[config.mk]
export PLATFORM = sky130hd
export DESIGN_NAME = audio_wdg_gate
export DESIGN_NICKNAME = d
export VERILOG_FILES = /design/src/rtl/audio_wdg_gate.sv
export SDC_FILE = /design/constraint.sdc
export NUM_CORES = 1
export LEC_CHECK = 0
export CORE_ASPECT_RATIO = 0.9
export CORE_UTILIZATION = 25
export CTS_CLUSTER_SIZE = 14
export DETAILED_ROUTE_END_ITERATION = 8
export PLACE_DENSITY = 0.45
export SLEW_MARGIN = 20
export SYNTH_ARGS = -nofsm -noshare
export SYNTH_HDL_FRONTEND = slang
export SYNTH_SLANG_ARGS = --single-unit
[constraint.sdc]
create_clock -name clk -period 5.65 [get_ports clk]
set_input_delay 1.13 -clock clk [delete_from_list [all_inputs] [get_ports clk]]
set_output_delay 1.13 -clock clk [all_outputs]
set_load 0.03 [all_outputs]
[src/rtl/audio_wdg_gate.sv]
// rtl/audio_wdg_gate.sv - per-channel kick watchdog that gates speaker samples; define AUDIO_WDG_DECAY_EN for stepped decay before mute
module audio_wdg_gate #(
    parameter int CH         = 4,
    parameter int W          = 8,
    parameter int TIMEOUT    = 25000000,
    parameter int CNT_W      = 32,
    parameter int DECAY_STEP = 1000000
) (
    input  logic            clk,
    input  logic            RST,
    input  logic [CH-1:0]   kick,
    input  logic [CH*W-1:0] data_in,
    output logic [CH*W-1:0] data_out,
    output logic [CH-1:0]   active,
    output logic [CH-1:0]   expired,
    output logic            any_active
);

    typedef enum logic [1:0] {
        S_ACTIVE = 2'd0,
        S_DECAY  = 2'd1,
        S_MUTED  = 2'd2
    } state_t;

    localparam logic [CNT_W-1:0] TIMEOUT_C = CNT_W'(TIMEOUT);
`ifdef AUDIO_WDG_DECAY_EN
    localparam int               SH_W      = $clog2(W) + 1;
    localparam logic [CNT_W-1:0] STEP_C    = CNT_W'(DECAY_STEP - 1);
    localparam logic [SH_W-1:0]  SH_LAST   = SH_W'(W - 1);
`endif

    if (CH < 1 || W < 2 || TIMEOUT < 1 || DECAY_STEP < 1) begin : g_param_check
        $error("audio_wdg_gate: illegal parameter value");
    end

    for (genvar i = 0; i < CH; i++) begin : g_ch
        state_t           state, state_nx;
        logic [CNT_W-1:0] cnt, cnt_nx;
        logic             exp_nx;
        logic [W-1:0]     sample, gated, dout_q;
        logic             act_q, exp_q;
`ifdef AUDIO_WDG_DECAY_EN
        logic [SH_W-1:0]  shift, shift_nx;
        logic [CNT_W-1:0] dcnt, dcnt_nx;
`endif

        assign sample = data_in[i*W +: W];

        always_comb begin
            state_nx = state;
            cnt_nx   = cnt;
            exp_nx   = 1'b0;
`ifdef AUDIO_WDG_DECAY_EN
            shift_nx = shift;
            dcnt_nx  = dcnt;
`endif
            case (state)
                S_ACTIVE: begin
                    if (kick[i]) begin
                        cnt_nx = TIMEOUT_C;
                    end else if (cnt == '0) begin
                        exp_nx = 1'b1;
`ifdef AUDIO_WDG_DECAY_EN
                        state_nx = S_DECAY;
                        shift_nx = SH_W'(1);
                        dcnt_nx  = STEP_C;
`else
                        state_nx = S_MUTED;
`endif
                    end else begin
                        cnt_nx = cnt - CNT_W'(1);
                    end
                end
`ifdef AUDIO_WDG_DECAY_EN
                S_DECAY: begin
                    if (kick[i]) begin
                        state_nx = S_ACTIVE;
                        cnt_nx   = TIMEOUT_C;
                        shift_nx = '0;
                        dcnt_nx  = '0;
                    end else if (dcnt == '0) begin
                        dcnt_nx = STEP_C;
                        // The last shift step is W-1; one more step means silence.
                        if (shift == SH_LAST) begin
                            state_nx = S_MUTED;
                            shift_nx = '0;
                        end else begin
                            shift_nx = shift + SH_W'(1);
                        end
                    end else begin
                        dcnt_nx = dcnt - CNT_W'(1);
                    end
                end
`endif
                default: begin
                    if (kick[i]) begin
                        state_nx = S_ACTIVE;
                        cnt_nx   = TIMEOUT_C;
                    end
                end
            endcase
        end

        always_comb begin
            gated = '0;
            case (state)
                S_ACTIVE: gated = sample;
`ifdef AUDIO_WDG_DECAY_EN
                S_DECAY:  gated = sample >> shift;
`endif
                default:  gated = '0;
            endcase
        end

        always_ff @(posedge clk) begin
            if (RST) begin
                state  <= S_ACTIVE;
                cnt    <= TIMEOUT_C;
                dout_q <= '0;
                act_q  <= 1'b1;
                exp_q  <= 1'b0;
`ifdef AUDIO_WDG_DECAY_EN
                shift  <= '0;
                dcnt   <= '0;
`endif
            end else begin
                state  <= state_nx;
                cnt    <= cnt_nx;
                dout_q <= gated;
                act_q  <= (state_nx == S_ACTIVE);
                exp_q  <= exp_nx;
`ifdef AUDIO_WDG_DECAY_EN
                shift  <= shift_nx;
                dcnt   <= dcnt_nx;
`endif
            end
        end

        assign data_out[i*W +: W] = dout_q;
        assign active[i]          = act_q;
        assign expired[i]         = exp_q;
    end

    assign any_active = |active;

endmodule

# Yosys cells after proc, flatten, opt, wreduce, memory -nomap -nowiden
# Cells that the tools add are included.
dict set report word_totals {
  register_bits 176
  inputBits 38
  output_inout_bits 41
}
dict set report classes {
  addsub 4
  n_eq_ne 4
  mux 36
  bitwise_logic 4
  reduce_logical 29
}
# op count
set ops {}
lappend ops {{32-bit 2-to-1 mux} 16}
lappend ops {{32-bit logical NOT} 4}
lappend ops {{32-bit by 1-bit subtractor with 32-bit output, second input constant} 4}
lappend ops {{2-bit 2-to-1 mux} 16}
lappend ops {{2-bit logical NOT} 8}
lappend ops {{3-bit OR reduction} 4}
lappend ops {{2-bit != test, second input constant} 4}
lappend ops {{2-bit AND reduction} 4}
lappend ops {{2-bit nonzero test} 4}
lappend ops {{2-bit OR reduction} 4}
lappend ops {{1-bit 2-to-1 mux} 4}
lappend ops {{1-bit NOT} 4}
lappend ops {{4-bit OR reduction} 1}

# Longest topological paths before layout
dict set report depth {
  word_depth 5
  ltp_mapped 9
  depth_no_buf 7
}

# Worst setup path after synthesis
# OpenSTA, ideal clock, no wires.
dict set report synth_path {
  path_type {register to register}
  from {register g_ch[2].cnt[17]}
  to {register g_ch[2].cnt[18]}
  setup_time_ps 125
  arrival_time_ps 2284
  path_slack_ps 3242
  stages_incl_launch_ff 8
  n_path_buf 2
  synth_period_minus_slack_ps 2408
  cell_sequence {dfxtp_1 -> or4_4 -> or4_4 -> buf_6 -> o31a_1 -> buf_6 -> a2111oi_2 -> nor2_1}
}
dict set report synth_via {
  elab_chain_len 4
  word_cells_on_any_way 7
  cone_classes {add/sub: 1; eq/ne: 1; mux: 3; reduce/logical: 2}
}
# item line_no
set synth_rtl {}
lappend synth_rtl {{start: declaration} 38} ;# logic [CNT_W-1:0] cnt, cnt_nx;
lappend synth_rtl {{start signal: assignment} 128} ;# cnt <= cnt_nx;
lappend synth_rtl {{32-bit by 1-bit subtractor with 32-bit output} 71} ;# cnt_nx = cnt - CNT_W'(1);
lappend synth_rtl {{32-bit 2-to-1 mux} 61} ;# end else if (cnt == '0) begin
lappend synth_rtl {{32-bit 2-to-1 mux} 59} ;# if (kick[i]) begin
lappend synth_rtl {{32-bit 2-to-1 mux} 57} ;# case (state)
# Parallel ways exist; a longest one is shown, timed or not. The select of a mux whose other input is x is not followed.
# A chain may end at the register's enable or synchronous reset.

# Worst setup path after layout
dict set report layout_path {
  from {register g_ch[1].act_q}
  to {output any_active}
}
dict set report layout_via {
  elab_chain_len 1
}
# item line_no
set layout_rtl {}
lappend layout_rtl {{start: declaration} 41} ;# logic act_q, exp_q;
lappend layout_rtl {{start signal: assignment} 130} ;# act_q <= (state_nx == S_ACTIVE);
lappend layout_rtl {{4-bit OR reduction} 144} ;# assign any_active = |active;
lappend layout_rtl {{end: declaration} 16} ;# output logic any_active
# No other way between the ends.

==> results.md <==
* Yosys top cell by area: dfxtp_1
* Worst Setup SP: g_ch[1].act_q
* Gpl congestion at 0.7345
* Sequential Area at 3523 sq um
* Synth warnings at 0
* Crit Path Max Fanout at 2
* P&R area growth vs syn at 22.17%
* Worst-Skew Late Latency at 0.44 ns
* RR Startpoint: g_ch[2].cnt[17]
* Via count at roughly 7,000
* Final Hold Viols at 0
* WHS at 0.4736 ns
* Yosys cell types at 64
* Routed WL at between 20 and 25 mm
* Syn Nets at about 960
* H-tree levels at 4
* First drt pass iteration count at 7
* Tot GR Track Use at between 10% and 20%
* CORE AREA at 32,040 sq um
* Leak at 3.215 nW
* Worst relative slew slack at 36.39%
* Arrival time at the worst endpoint at 1.97 ns
* Flop-to-flop setup slack at 2.88 ns
* Initial Util at 25.47%
* Die W at roughly 190 um
* Setup Crit Path Kind: flip-flop to output pin
* Cells along the critical path: or4_1, clkdlybuf4s50_1
* Synthesized area per cell at 8.910 sq um
* Std-Cell Rows at 62
* Top post-synthesis cells by area: dfxtp_1 (43%), or4_1 (5.6%), or3_1 (3.6%), a21oi_1 (3.3%), o31ai_1 (3.2%)
* Yosys top cell area share at 43.17%
* Largest net degree at the start of global routing at 28
* Antenna Violating Nets Remaining at 0
* N_diodes at 0
* Layout fillers at approximately 3,300
* CP Depth at 2
* WL/cell at 14.52 um
* Clk_skew at 0.01164 ns
* Seq/Total Area, Yosys at a little over two fifths
* First-pass GRT wire length at 33.61 mm
* Residual DRC at 16
* # setup viols final at 0
* Commonest non-fill, non-tap cell in the layout: dfxtp_1
* Post-synthesis async set-or-reset flop share at 0%
* Layout cells sized above 1 at 8.130%
* Post-Syn Area at 8162 sq um
* Final-report max-slew violation count at 0
* Peak supply drop at 0.0002237 V
* CP peak stage delay at 0.63 ns
* Slew @ Worst Pin at 0.9454 ns
* Syn Inst Count at 916
* Max Freq at 0.3228 GHz
* Crit. End Element: output pin
* Period minus WS final at 3.097 ns
* Final Cycle Share at 54.82%
* Setup_tns at 0 ns
* CTS Sinks at between 150 and 200
* Total gr overflow at 0
* CP delay by family, top: buffers and inverters
* R2R depth at 6
* Outcome: finished with violations
* Vias in the first global route at around 6,400
* Antenna violations before repair at 0
* Die span in y at between 150 and 200 um
* Multi-input gate area at between 4000 and 5000 sq um
* Avg Vias per Cell at 4.999
* Clock Path Buffers at 2
* Worst Hold Launch: g_ch[3].cnt[23]
* Reg-to-Reg End: g_ch[2].cnt[16]
* Die area at 33,370 sq um
* Crit path required time at ~4.5 ns
* IO Count at 79
* Initial DRC Count at between 300 and 400
* RSZ-0062 raised after global routing: no
* Post-synth EDFFs at 0
* Max-cap violations at 0
* Most frequent cells in the layout: dfxtp_1 (176), clkdlybuf4s50_1 (78), nor2_1 (66), or4_1 (61), a21oi_1 (54)
* Hold-fix buffers, CTS at 0
* Slowest CP cell: clkdlybuf4s50_1
* CTS-repair resized insts at 0
* HP Class: flip-flop to flip-flop
* CTS Buf Count at 17
* PortBufs at 78
* CP Buf/Inv Count at 1
* Clk root buf: clkbuf_16
* #FFs+latches synth at between 150 and 200
* Final net count at between 1,000 and 1,500
* Most used DFF post-synth: dfxtp_1
* Clk pin slew, worst setup/hold paths at about 0.070 ns
* Failing checks: DRC
* CP Launch Type: flip-flop
* Power per cell area at just under 300 nW/um^2
* End of the critical path: any_active
* Setup bufs post-CTS at 0
* CTS tree: yes
* Detail Placement HPWL at 13.75 mm
-- area by class of cell --
| cell class | count | area share (%) |
|---|---|---|
| Sequential cell | 176 | 35.34 |
| Tap cell | 416 | 5.220 |
| Multi-Input combinational cell | 682 | 43.61 |
| Timing Repair Buffer | 84 | 8.357 |
| Inverter | 10 | 0.3765 |
| Clock inverter | 13 | 2.560 |
| Clock buffer | 19 | 4.543 |
-- power by group --
group | switching, mW | internal (mW)
logic | 0.138 | 0.106
clock network | 0.530 | 0.900
registers | 0.0249 | 1.27
total | 0.693 | 2.28
-- how the worst min path moves through the flow --
stage                 endpoint  slack (ns)  cells past startpoint
2_1_floorplan  g_ch[2].cnt[16]        0.43                      1
3_3_place_gp   g_ch[2].cnt[16]        0.45                      1
3_5_place_dp   g_ch[2].cnt[16]        0.45                      1
4_1_cts        g_ch[2].cnt[16]        0.47                      1
5_1_grt        g_ch[3].cnt[23]        0.49                      2
6_report       g_ch[3].cnt[23]        0.47                      2
-- Yosys cell counts, types with 6 or more instances --
cell type	number
a21oi_1	54
a31oi_1	9
and2_1	40
and3_1	11
and4_1	6
buf_4	9
clkbuf_1	32
dfxtp_1	176
ha_1	8
inv_1	10
mux2i_1	11
nand2_1	45
nand3_1	42
nand3b_1	9
nand4_1	14
nor2_1	67
nor3_1	33
nor4_1	33
o21ai_0	44
o31ai_1	35
o41ai_1	6
or2_2	14
or3_1	47
or4_1	61
xnor2_1	13
xor2_1	7
-- metal layers --
layer / GRT usage (%) / vias to the layer above / part of all wire (%)
met5: 0 / - / 0
met4: 4.003 / 0 / 1.2
met3: 3.016 / 18 / 4.1
met2: 17.97 / 111 / 42
met1: 18.02 / 3272 / 53
li1: - / 3598 / -
-- state kept, by name, indices dropped and copies added, names as in the netlist --
register	flops
g_ch.exp_q	4
g_ch.state	8
g_ch.act_q	4
g_ch.cnt	128
g_ch.dout_q	32
-- kinds of logic (layout without fill, tap and decap cells) --
logic type | count (synthesis) | count (layout) | share of synthesized area, %
xor gates and xnor gates | 20 | 20 | 2.146
buffers and inverters | 58 | 126 | 3.587
and+or+nand+nor | 444 | 444 | 31.98
adders and majority gates | 8 | 8 | 1.226
muxes | 11 | 11 | 1.349
DFF | 176 | 176 | 43.17
AOI/OAI and AO/OA | 199 | 199 | 16.54
-- worst reg2reg max path, cell delays in order (launching register included) --
cell and delay (ns):
dfxtp_1 0.34, or4_4 0.55, or4_4 0.56, o31ai_4 0.63
buf_8 0.24, nor3_1 0.07, a211o_1 0.27
-- metrics by stage --
stage	cell area (sq um)	utilization (%)	std cells	worst slack [ns]	total power, mW
floorplan	8162	-	916	3.242	1.475
global placement	9245	28.86	1367	2.316	1.568
detailed placement	9245	28.86	1367	2.289	1.568
CTS	9953	31.07	1399	2.477	3.016
global route	9971	31.12	1400	2.482	3.089
finish	9971	31.12	1400	2.553	2.970
Note: power is estimated with default switching activity, not from simulation.
